File: src/rtl/bolt_pkg.sv
// Shared definitions for the fetch stage and the control decoder.
//   XLEN           : PC / address width
//   *_TYPE         : major opcode encodings that decode recognises
//   fetch_state_e  : fetch FSM states
//   fetch_entry_t  : one buffered fetch result {pc, instr}
package bolt_pkg;

  localparam int XLEN = 32;

  localparam logic [6:0] R_TYPE  = 7'b0110011;
  localparam logic [6:0] I_TYPE  = 7'b0010011;
  localparam logic [6:0] I_TYPEL = 7'b0000011;
  localparam logic [6:0] S_TYPE  = 7'b0100011;
  localparam logic [6:0] SB_TYPE = 7'b1100011;
  localparam logic [6:0] U_TYPE  = 7'b0110111;
  localparam logic [6:0] UJ_TYPE = 7'b1101111;

  // RUN: nothing outstanding, WAIT: one granted read outstanding,
  // KILL: the outstanding read belongs to a flushed path and is dropped.
  typedef enum logic [1:0] {
    RUN  = 2'd0,
    WAIT = 2'd1,
    KILL = 2'd2
  } fetch_state_e;

  typedef struct packed {
    logic [XLEN-1:0] pc;
    logic [31:0]     instr;
  } fetch_entry_t;

endpackage

File: src/rtl/fetch_fifo.sv
// Small synchronous FIFO holding fetched instructions.
//   clk, rst_n : clock and asynchronous active-low reset
//   push_i     : write wdata_i (caller guarantees not full unless popping)
//   pop_i      : drop the head entry (ignored when empty)
//   clear_i    : empty the FIFO; wins over push and pop
//   wdata_i    : entry to write
//   rdata_o    : head entry (meaningless when empty)
//   count_o    : number of valid entries
//   full_o     : count_o == DEPTH
//   empty_o    : count_o == 0
module fetch_fifo #(
  parameter int  DEPTH   = 2,
  parameter type entry_t = logic [63:0]
) (
  input  logic                   clk,
  input  logic                   rst_n,
  input  logic                   push_i,
  input  logic                   pop_i,
  input  logic                   clear_i,
  input  entry_t                 wdata_i,
  output entry_t                 rdata_o,
  output logic [$clog2(DEPTH):0] count_o,
  output logic                   full_o,
  output logic                   empty_o
);

  localparam int AW = $clog2(DEPTH);
  localparam int CW = AW + 1;

  entry_t          mem_q [DEPTH];
  logic [AW-1:0]   wr_ptr_q;
  logic [AW-1:0]   rd_ptr_q;
  logic [CW-1:0]   count_q;
  logic            push_eff;
  logic            pop_eff;

  assign push_eff = push_i && !clear_i;
  assign pop_eff  = pop_i && !clear_i && (count_q != '0);

  assign rdata_o = mem_q[rd_ptr_q];
  assign count_o = count_q;
  assign full_o  = (count_q == CW'(DEPTH));
  assign empty_o = (count_q == '0);

  // Storage needs no reset: nothing reads it until count_q says it is valid.
  always_ff @(posedge clk) begin
    if (push_eff) begin
      mem_q[wr_ptr_q] <= wdata_i;
    end
  end

  // DEPTH is a power of two, so the pointers wrap on their own.
  always_ff @(posedge clk or negedge rst_n) begin
    if (!rst_n) begin
      wr_ptr_q <= '0;
      rd_ptr_q <= '0;
      count_q  <= '0;
    end else if (clear_i) begin
      wr_ptr_q <= '0;
      rd_ptr_q <= '0;
      count_q  <= '0;
    end else begin
      if (push_eff) wr_ptr_q <= wr_ptr_q + AW'(1);
      if (pop_eff)  rd_ptr_q <= rd_ptr_q + AW'(1);
      unique case ({push_eff, pop_eff})
        2'b10:   count_q <= count_q + CW'(1);
        2'b01:   count_q <= count_q - CW'(1);
        default: count_q <= count_q;
      endcase
    end
  end

endmodule

File: src/rtl/fetch_stage.sv
// Instruction fetch stage feeding the control decoder.
//   clk, rst_n     : clock and asynchronous active-low reset
//   redirect_i     : taken branch/jump, flushes all fetch state
//   redirect_pc_i  : redirect target, low two bits ignored
//   imem_req_o     : read request, held with stable address until granted
//   imem_addr_o    : word address of the request (current PC)
//   imem_gnt_i     : memory accepted the request
//   imem_rvalid_i  : read data valid, in order, at least one cycle after grant
//   imem_rdata_i   : instruction word
//   id_valid_o     : buffered instruction available to decode
//   id_ready_i     : decode accepts the presented instruction
//   id_instr_o     : instruction word
//   id_pc_o        : PC of id_instr_o
//   id_op_o        : opcode field  [6:0]
//   id_fun3_o      : funct3 field  [14:12]
//   id_fun7_o      : funct7 field  [31:25]
// XLEN comes from bolt_pkg so the buffered entries match what control expects.
module fetch_stage
  import bolt_pkg::*;
#(
  parameter logic [XLEN-1:0] RESET_PC = '0,
  parameter int              DEPTH    = 2
) (
  input  logic            clk,
  input  logic            rst_n,
  input  logic            redirect_i,
  input  logic [XLEN-1:0] redirect_pc_i,
  output logic            imem_req_o,
  output logic [XLEN-1:0] imem_addr_o,
  input  logic            imem_gnt_i,
  input  logic            imem_rvalid_i,
  input  logic [31:0]     imem_rdata_i,
  output logic            id_valid_o,
  input  logic            id_ready_i,
  output logic [31:0]     id_instr_o,
  output logic [XLEN-1:0] id_pc_o,
  output logic [6:0]      id_op_o,
  output logic [2:0]      id_fun3_o,
  output logic [6:0]      id_fun7_o
);

  localparam int CW = $clog2(DEPTH) + 1;

  fetch_state_e    state_q, state_d;
  logic [XLEN-1:0] pc_q, pc_d;
  logic [XLEN-1:0] req_pc_q, req_pc_d;
  logic            run_en_q;

  logic            fifo_push;
  logic            fifo_pop;
  logic            fifo_full;
  logic            fifo_empty;
  logic [CW-1:0]   fifo_count;
  fetch_entry_t    fifo_wdata;
  fetch_entry_t    fifo_head;

  // run_en_q keeps the request low while in reset and for the first cycle after.
  assign imem_req_o  = run_en_q && (state_q == RUN) &&
                       (fifo_count < CW'(DEPTH)) && !redirect_i;
  assign imem_addr_o = pc_q;

  assign fifo_push  = (state_q == WAIT) && imem_rvalid_i && !redirect_i;
  assign fifo_pop   = id_valid_o && id_ready_i;
  assign fifo_wdata = '{pc: req_pc_q, instr: imem_rdata_i};

  fetch_fifo #(
    .DEPTH   (DEPTH),
    .entry_t (fetch_entry_t)
  ) u_fifo (
    .clk     (clk),
    .rst_n   (rst_n),
    .push_i  (fifo_push),
    .pop_i   (fifo_pop),
    .clear_i (redirect_i),
    .wdata_i (fifo_wdata),
    .rdata_o (fifo_head),
    .count_o (fifo_count),
    .full_o  (fifo_full),
    .empty_o (fifo_empty)
  );

  // Data outputs read zero when nothing is buffered, so reset shows zeros.
  assign id_valid_o = !fifo_empty;
  assign id_pc_o    = fifo_empty ? '0 : fifo_head.pc;
  assign id_instr_o = fifo_empty ? '0 : fifo_head.instr;
  assign id_op_o    = id_instr_o[6:0];
  assign id_fun3_o  = id_instr_o[14:12];
  assign id_fun7_o  = id_instr_o[31:25];

  always_comb begin
    state_d  = state_q;
    pc_d     = pc_q;
    req_pc_d = req_pc_q;
    if (redirect_i) begin
      pc_d = redirect_pc_i & ~XLEN'(3);
      // A response arriving with the redirect retires the outstanding read,
      // so there is nothing left to kill.
      unique case (state_q)
        WAIT:    state_d = imem_rvalid_i ? RUN : KILL;
        KILL:    state_d = imem_rvalid_i ? RUN : KILL;
        default: state_d = RUN;
      endcase
    end else begin
      unique case (state_q)
        RUN: begin
          if (imem_req_o && imem_gnt_i) begin
            req_pc_d = pc_q;
            pc_d     = pc_q + XLEN'(4);
            state_d  = WAIT;
          end
        end
        WAIT:    if (imem_rvalid_i) state_d = RUN;
        KILL:    if (imem_rvalid_i) state_d = RUN;
        default: state_d = RUN;
      endcase
    end
  end

  always_ff @(posedge clk or negedge rst_n) begin
    if (!rst_n) begin
      state_q  <= RUN;
      pc_q     <= RESET_PC;
      req_pc_q <= '0;
      run_en_q <= 1'b0;
    end else begin
      state_q  <= state_d;
      pc_q     <= pc_d;
      req_pc_q <= req_pc_d;
      run_en_q <= 1'b1;
    end
  end

  // Issue gating plus a single outstanding read means a push never meets a full FIFO.
  assert property (@(posedge clk) disable iff (!rst_n)
                   !(fifo_push && fifo_full && !fifo_pop));

endmodule
File: config.mk
export PLATFORM = sky130hd
export DESIGN_NAME = fetch_stage
export DESIGN_NICKNAME = d
export VERILOG_FILES = /design/src/rtl/bolt_pkg.sv /design/src/rtl/fetch_fifo.sv /design/src/rtl/fetch_stage.sv
export SDC_FILE = /design/constraint.sdc
export NUM_CORES = 1
export LEC_CHECK = 0
export ABC_AREA = 1
export BUFFER_PORTS_ARGS = -buffer_cell sky130_fd_sc_hd__buf_2
export CORE_MARGIN = 2
export CORE_UTILIZATION = 25
export CTS_CLUSTER_SIZE = 28
export DETAILED_ROUTE_END_ITERATION = 10
export RECOVER_POWER = 50
export SYNTH_ARGS = -nofsm -noshare
export SYNTH_HDL_FRONTEND = slang
export SYNTH_SLANG_ARGS = --single-unit
File: constraint.sdc
create_clock -name clk -period 3.6 [get_ports clk]
set_input_delay 0 -clock clk [delete_from_list [all_inputs] [get_ports clk]]
set_output_delay 0 -clock clk [all_outputs]
set_load 0.03 [all_outputs]
# Yosys cells after proc, flatten, opt, wreduce, memory -nomap -nowiden
# Memories as Yosys holds them, arrays and structs flattened.
# Cells that the tools add are included.
totals:
  n_memories: 1
  ramBits: 128
  register_bits: 71
  out_inout_bits: 115
op_classes:
  n_reduce_logical: 24
  n_bitwise: 1
  n_eq_ne: 6
  n_addsub: 5
  muxes: 19
  order_cmp: 1
mem_list:
  columns: ["memory", "words", "word_bits", "rd", "rd_ports_with_merged_regs", "write_ports", "line_no", "rtl"]
  rows:
  - ["u_fifo.mem_q", 2, 64, 1, 0, 1, "fetch_fifo.sv:30", "entry_t mem_q [DEPTH];"]
op_table:
  columns: ["cell", "count"]
  rows:
  - ["32-bit 2-to-1 mux", 5]
  - ["32-bit by 3-bit adder with 32-bit output, second input constant", 1]
  - ["2-bit 2-to-1 mux", 6]
  - ["1-bit logical AND", 10]
  - ["2-bit nonzero test", 5]
  - ["2-bit one-hot mux with 2 select lines", 2]
  - ["1-bit 2-to-1 mux", 6]
  - ["2-bit by 1-bit == test with 1-bit output, second input constant", 2]
  - ["2-bit == test, second input constant", 2]
  - ["2-bit logical NOT", 2]
  - ["2-bit AND reduction", 2]
  - ["3-bit by 1-bit inequality test with 1-bit output, second input constant", 1]
  - ["3-bit by 2-bit inequality test with 1-bit output, second input constant", 1]
  - ["3-bit AND reduction", 1]
  - ["3-bit nonzero test", 1]
  - ["1-bit adder, second input constant", 2]
  - ["2-bit by 1-bit adder with 2-bit output, second input constant", 1]
  - ["1-bit logical NOT", 2]
  - ["2-bit < comparator, second input constant", 1]
  - ["2-bit OR reduction", 1]
  - ["2-bit by 1-bit subtractor with 2-bit output, second input constant", 1]
  - ["1-bit NOT", 1]

# Depth between registers and ports, before layout
depth:
  depth_word: 8
  depth_mapped: 11

# Hierarchy
# A second synthesis with hierarchy kept.
unflattened:
  hier_cells: 847
  hier_area_um2: 9091.2
modules_own_cells:
  columns: ["mod", "area_each_um2", "instances", "seq_area_each_um2", "cells_per_inst"]
  rows:
  - ["fetch_fifo", 5006.1, 1, 3943.8, 233]
  - ["fetch_stage", 4085.2, 1, 1576.5, 614]

# Worst setup path after synthesis
# No wires, ideal clock.
synth_path:
  path_type: "flip-flop to flip-flop"
  start: "reg state_q[1]"
  end: "mem u_fifo.mem_q[0][0] in the netlist's numbering, enable pin"
  setup_slack_ps: -231
  setup_ps: 482
  required_ps: 3118
  arrival_time_ps: 3349
  path_stages_with_launch: 7
  period_less_slack_ps: 3831
  path_buffers: 0
  path_cell_list: "dfrtp_1 > inv_1 > ha_1 > nand2_1 > inv_1 > nand2_1 > nor2_1"
synth_via:
  elab_chain_len: 6
synth_lines:
  columns: ["element", "line_no", "rtl"]
  rows:
  - ["start, declared", "fetch_stage.sv:44", "fetch_state_e state_q, state_d;"]
  - ["start signal, assigned", "fetch_stage.sv:126", "state_q <= state_d;"]
  - ["2-bit by 1-bit == test with 1-bit output", "fetch_stage.sv:62", "assign fifo_push = (state_q == WAIT) && imem_rvalid_i && !redirect_i;"]
  - ["1-bit logical AND (2 in a row)", "fetch_stage.sv:62", null]
  - ["1-bit logical AND", "fetch_fifo.sv:37", "assign push_eff = push_i && !clear_i;"]
  - ["1-bit 2-to-1 mux", "fetch_fifo.sv:47", "if (push_eff) begin"]
  - ["1-bit 2-to-1 mux (implied by the code)", "fetch_fifo.sv:48", "mem_q[wr_ptr_q] <= wdata_i;"]
  - ["end, declared", "fetch_fifo.sv:30", null]
# No other way between the ends.

# Worst setup path after layout
layout_path:
  start: "reg state_q[1]"
  end: "mem u_fifo.mem_q[1][54] in the netlist's numbering, enable pin"
# The elaborated chain is that of the path after synthesis.

==> out/summary.log <==
qor: run_status.outcome finished, violations left
qor: run_status.violations_in_the_final_reports max-capacitance violations, max-slew violations
qor: floorplan.num_io_pins 185
qor: worst_setup_path.worstPathArrival 3.04 ns
qor: finish.number_of_antenna_cells_inserted 0
qor: placement.dp_hpwl 15.4 mm
qor: clocking.h-tree-depth 4
qor: pwr.pwr-share-clk 24.3%
qor: min_path.worst_hold_path.endpoint u_fifo.mem_q[0][26]
qor: min_path.hold_class in2reg
qor: sta.report.final.hold_viol_count 0
qor: global_routing.antenna_violations_before_repair 0
qor: drt.detailroute.via_count 6,541
qor: pwr.p_sw_share 42.8%
qor: global_routing.grt_first_pass_wirelength 35.6 mm
qor: logic_synthesis.number_of_enable_flip_flop_cells_after_synthesis 124
qor: logic_synthesis.synth_area_per_cell 9.96 um2
qor: finish.post_layout_nonfiller_instances 1,522
qor: floorplan.design.die.area 35,000 um2
qor: logic_synthesis.ys.warnings.count 0
qor: floorplan.fp.dieH 187 um
qor: logic_synthesis.syn_area 8370 um2
qor: clocking.sink_count_of_the_clock_tree 191
qor: worst_setup_path.cpLargestDelayFamily simple AND/OR/NAND/NOR gates
qor: pwr.p_leak 0.00444 uW
qor: pwr.seq_power_share 39.0%
qor: worst_setup_path.cp_slowest_cell sky130_fd_sc_hd__nor2_1
qor: worst_setup_path.worstSetupEndpointType flip-flop
qor: finish.post-route-util 32.5%
qor: finish.drive_above_1_share 17.7%
qor: drt.drt_pre_antenna_iters 4
qor: logic_synthesis.seq_area_frac_synth 64.5%
qor: logic_synthesis.post-synth-top-area-fraction 44.5%
qor: floorplan.row_count 67
qor: pwr.cellInternalPower 4500 uW
qor: global_routing.grt_pass1_vias 6,260
qor: drt.wl_per_cell 14.9 um
qor: drt.drt-vias-per-instance 4.30
qor: worst_setup_path.depth_of_the_worst_register_to_register_path 7
qor: pwr.power.net_switching 3370 uW
qor: logic_synthesis.synth_ff_type sky130_fd_sc_hd__edfxtp_1
qor: clocking.clock_latency 0.45 ns
qor: logic_synthesis.synth_largest_area_cell sky130_fd_sc_hd__edfxtp_1
qor: clocking.number_of_buffers_on_the_longest_clock_path 2
qor: sta.post-route-period-util 81.3%
qor: sta.timing.clock.skew 0.0237 ns
qor: floorplan.die_x 187 um
qor: global_routing.globalRoute.totalOverflow 0
qor: floorplan.initial_core_util 25.2%
qor: placement.numPortBuffers 178
qor: finish.syn_to_final_growth 29.2%
qor: sta.max_slew.worst_pin.slew 2.16 ns
qor: sta.slew_headroom -44.2%
qor: worst_setup_path.critical_path.reg2reg.startpoint state_q[1]
qor: min_path.min-delay-start imem_rdata_i[26]
qor: drt.totalWireLength 22.7 mm
qor: sta.fmaxAchievable 341 MHz
qor: global_routing.grt_use_total 13.2%
qor: logic_synthesis.ys_ff_latch 191
qor: worst_setup_path.worstSetupStartpointType flip-flop
qor: worst_setup_path.required_time_of_the_critical_path 3.71 ns
qor: logic_synthesis.synth_area_leaders sky130_fd_sc_hd__edfxtp_1 (44%), sky130_fd_sc_hd__dfrtp_1 (20%), sky130_fd_sc_hd__nand2_1 (12%), sky130_fd_sc_hd__a21oi_1 (4.4%), sky130_fd_sc_hd__nor2_1 (2.4%)
qor: sta.report.final.slew_viol_count 57
qor: floorplan.core_area 33,300 um2
qor: pwr.power.share.combinational 36.7%
qor: pwr.irDropWorstVdd 0.330 mV
qor: clocking.clk_pin_slew_worst_paths 0.07 ns
qor: finish.num-nets-final 1,134
qor: worst_setup_path.cp_num_buf_inv 3
qor: sta.finalWorstPathRequiredPeriod 2.93 ns
qor: worst_setup_path.reg2reg_setup_slack 0.67 ns
qor: drt.detail_route.drc_violations 0
qor: pwr.power.density 728 nW/um2
qor: worst_setup_path.worst-path-max-fanout 45
qor: placement.routabilityCongestion 0.857
qor: worst_setup_path.critical_path_cell_list inv_1, ha_1, nand2_1, inv_1, nand2_1, nor2_1, buf_12
qor: worst_setup_path.timing.setup.critical_path_class reg2reg
qor: min_path.whs_path_depth 2
qor: worst_setup_path.cp_slowest_stage_delay 1.31 ns
qor: finish.finish.instance_area 10,800 um2
qor: sta.grt_setup_unrepaired false
qor: placement.place.detailed.instances 1,423
qor: job.max-cap-violations 2
qor: logic_synthesis.synth-async-reset-ratio 35.1%
qor: placement.post_dp_cell_area 9620 um2
qor: drt.detail_route.iter0.violations 325
qor: clocking.clockRootBuffer sky130_fd_sc_hd__clkbuf_16
qor: clocking.cts_made_buffers 17
qor: pwr.total_power 7870 uW
qor: sta.worst_hold_slack 0.303 ns
qor: global_routing.grt_start_max_net_pins 63
qor: worst_setup_path.reg2reg_to u_fifo.mem_q[1][54]
qor: logic_synthesis.syn-instance-count 840
qor: clocking.cts_tree yes
qor: sta.setup_viol_count_final 0
qor: drt.postRouteAntennaNets 0
qor: logic_synthesis.netlist-cell-type-count 33
-- Yosys cell counts, types with 2 or more instances --
master                       n
sky130_fd_sc_hd__xor2_1      2
sky130_fd_sc_hd__nand3b_1    7
sky130_fd_sc_hd__nand4_1    10
sky130_fd_sc_hd__nand2_1   263
sky130_fd_sc_hd__buf_2       7
sky130_fd_sc_hd__dfrtp_1    67
sky130_fd_sc_hd__clkbuf_1   22
sky130_fd_sc_hd__nand3_1    34
sky130_fd_sc_hd__inv_2       6
sky130_fd_sc_hd__nor3_2      3
sky130_fd_sc_hd__edfxtp_1  124
sky130_fd_sc_hd__inv_1      48
sky130_fd_sc_hd__conb_1      2
sky130_fd_sc_hd__o22ai_1     6
sky130_fd_sc_hd__nor2_1     54
sky130_fd_sc_hd__buf_4      22
sky130_fd_sc_hd__a21oi_1    74
sky130_fd_sc_hd__buf_6       4
sky130_fd_sc_hd__nor3_1      7
sky130_fd_sc_hd__o21ai_1    31
sky130_fd_sc_hd__nor2_4      2
sky130_fd_sc_hd__nor2_2      6
sky130_fd_sc_hd__o21ai_0    20
sky130_fd_sc_hd__o211ai_1    4
sky130_fd_sc_hd__nand2_2     5
sky130_fd_sc_hd__ha_1        3
-- what timing repair did --
item                                   in CTS  in global routing
setup buffers                               0                  0
hold buffers                               67                  0
endpoints found under the hold margin     135                  0
resized for setup                           0                  0
-- how the worst max path moves through the flow --
stage	cells past startpoint	endpoint	slack (ns)	from
final	7	u_fifo.mem_q[1][54]	0.67	state_q[1]
after CTS	10	imem_addr_o[16]	1.02	state_q[0]
after detailed placement	9	state_q[0]	1.33	state_q[0]
after floorplan	6	u_fifo.mem_q[0][0]	-0.23	state_q[1]
after global routing	7	u_fifo.mem_q[1][0]	0.44	state_q[1]
after global placement	10	state_q[0]	1.40	state_q[0]
-- worst reg2reg max path: cells and delay by family (launching register included) --
| kind | cells | cell delay (ns) |
|---|---|---|
| adders and majority gates | 1 | 0.14 |
| buffers and inverters | 3 | 0.54 |
| and+or+nand+nor | 3 | 1.48 |
| DFF | 1 | 0.39 |
-- layout by cell type, fill, tap and decap left out, types with 5 or more instances in the layout --
cell,n
sky130_fd_sc_hd__nand4_1,10
sky130_fd_sc_hd__nor3_1,7
sky130_fd_sc_hd__o21ai_1,27
sky130_fd_sc_hd__nand3_1,35
sky130_fd_sc_hd__nor2_1,53
sky130_fd_sc_hd__nand2_2,5
sky130_fd_sc_hd__buf_2,120
sky130_fd_sc_hd__conb_1,5
sky130_fd_sc_hd__clkbuf_1,55
sky130_fd_sc_hd__o22ai_1,6
sky130_fd_sc_hd__edfxtp_1,124
sky130_fd_sc_hd__o21ai_0,24
sky130_fd_sc_hd__inv_2,6
sky130_fd_sc_hd__nor2_2,5
sky130_fd_sc_hd__buf_4,7
sky130_fd_sc_hd__inv_1,48
sky130_fd_sc_hd__a21oi_1,74
sky130_fd_sc_hd__dfrtp_1,66
sky130_fd_sc_hd__nand2_1,263
sky130_fd_sc_hd__dlygate4sd3_1,67
sky130_fd_sc_hd__clkbuf_16,18
sky130_fd_sc_hd__nand3b_1,7
-- metrics by stage --
stage / setup TNS (ns) / worst slack (ns)
floorplan: -28.63 / -0.231
global route: 0 / 0.443
CTS: 0 / 1.02
finish: 0 / 0.672
global placement: 0 / 1.40
detailed placement: 0 / 1.33
-- metal layers --
metal  wire length, um  global-route usage (%)  vias to the layer above  share of wire, %
met5                 0                       0                        -                 0
met4               191                    3.63                        0              0.84
li1                  -                       -                     3251                 -
met2             10500                    20.5                      179                46
met1             10900                    18.4                     3095                48
met3              1120                    2.83                       16               4.9
-- kinds of logic (layout without fill, tap and decap cells) --
logic type	after synthesis	in the layout	synth area share (%)
and+or+nand+nor	395	395	19.9
AOI/OAI and AO/OA	137	137	8.46
xor gates and xnor gates	2	2	0.209
adders and majority gates	3	3	0.448
DFF	191	191	64.5
buffers and inverters	110	341	6.38
other	2	5	0.0897
-- sequential cells by signal, indices dropped and copies added, names as in the netlist --
signal,flops
u_fifo.mem_q,124
run_en_q,1
u_fifo.count_o,2
imem_addr_o,30
req_pc_q,30
state_q,2
u_fifo.wr_ptr_q,1
u_fifo.rd_ptr_q,1
-- power groups by stage --
stage / Clock (uW) / Sequential [uW] / Combinational, uW
floorplan: 0 / 3110 / 2010
global placement: 0 / 3090 / 2880
detailed placement: 0 / 3110 / 2910
CTS: 1980 / 3070 / 2970
global route: 2060 / 3120 / 3140
finish: 1910 / 3070 / 2890
-- area by class of cell --
cell class              count  area (um2)
clock buffers              19         464
multi-input cells         542        2450
clock inverters            13         140
fillers                  3438       22500
inverters                  54         203
flip-flops and latches    191        5400
well taps                 448         561
repair buffers            255        1590
No activity file was read; power rests on OpenSTA's default activity.
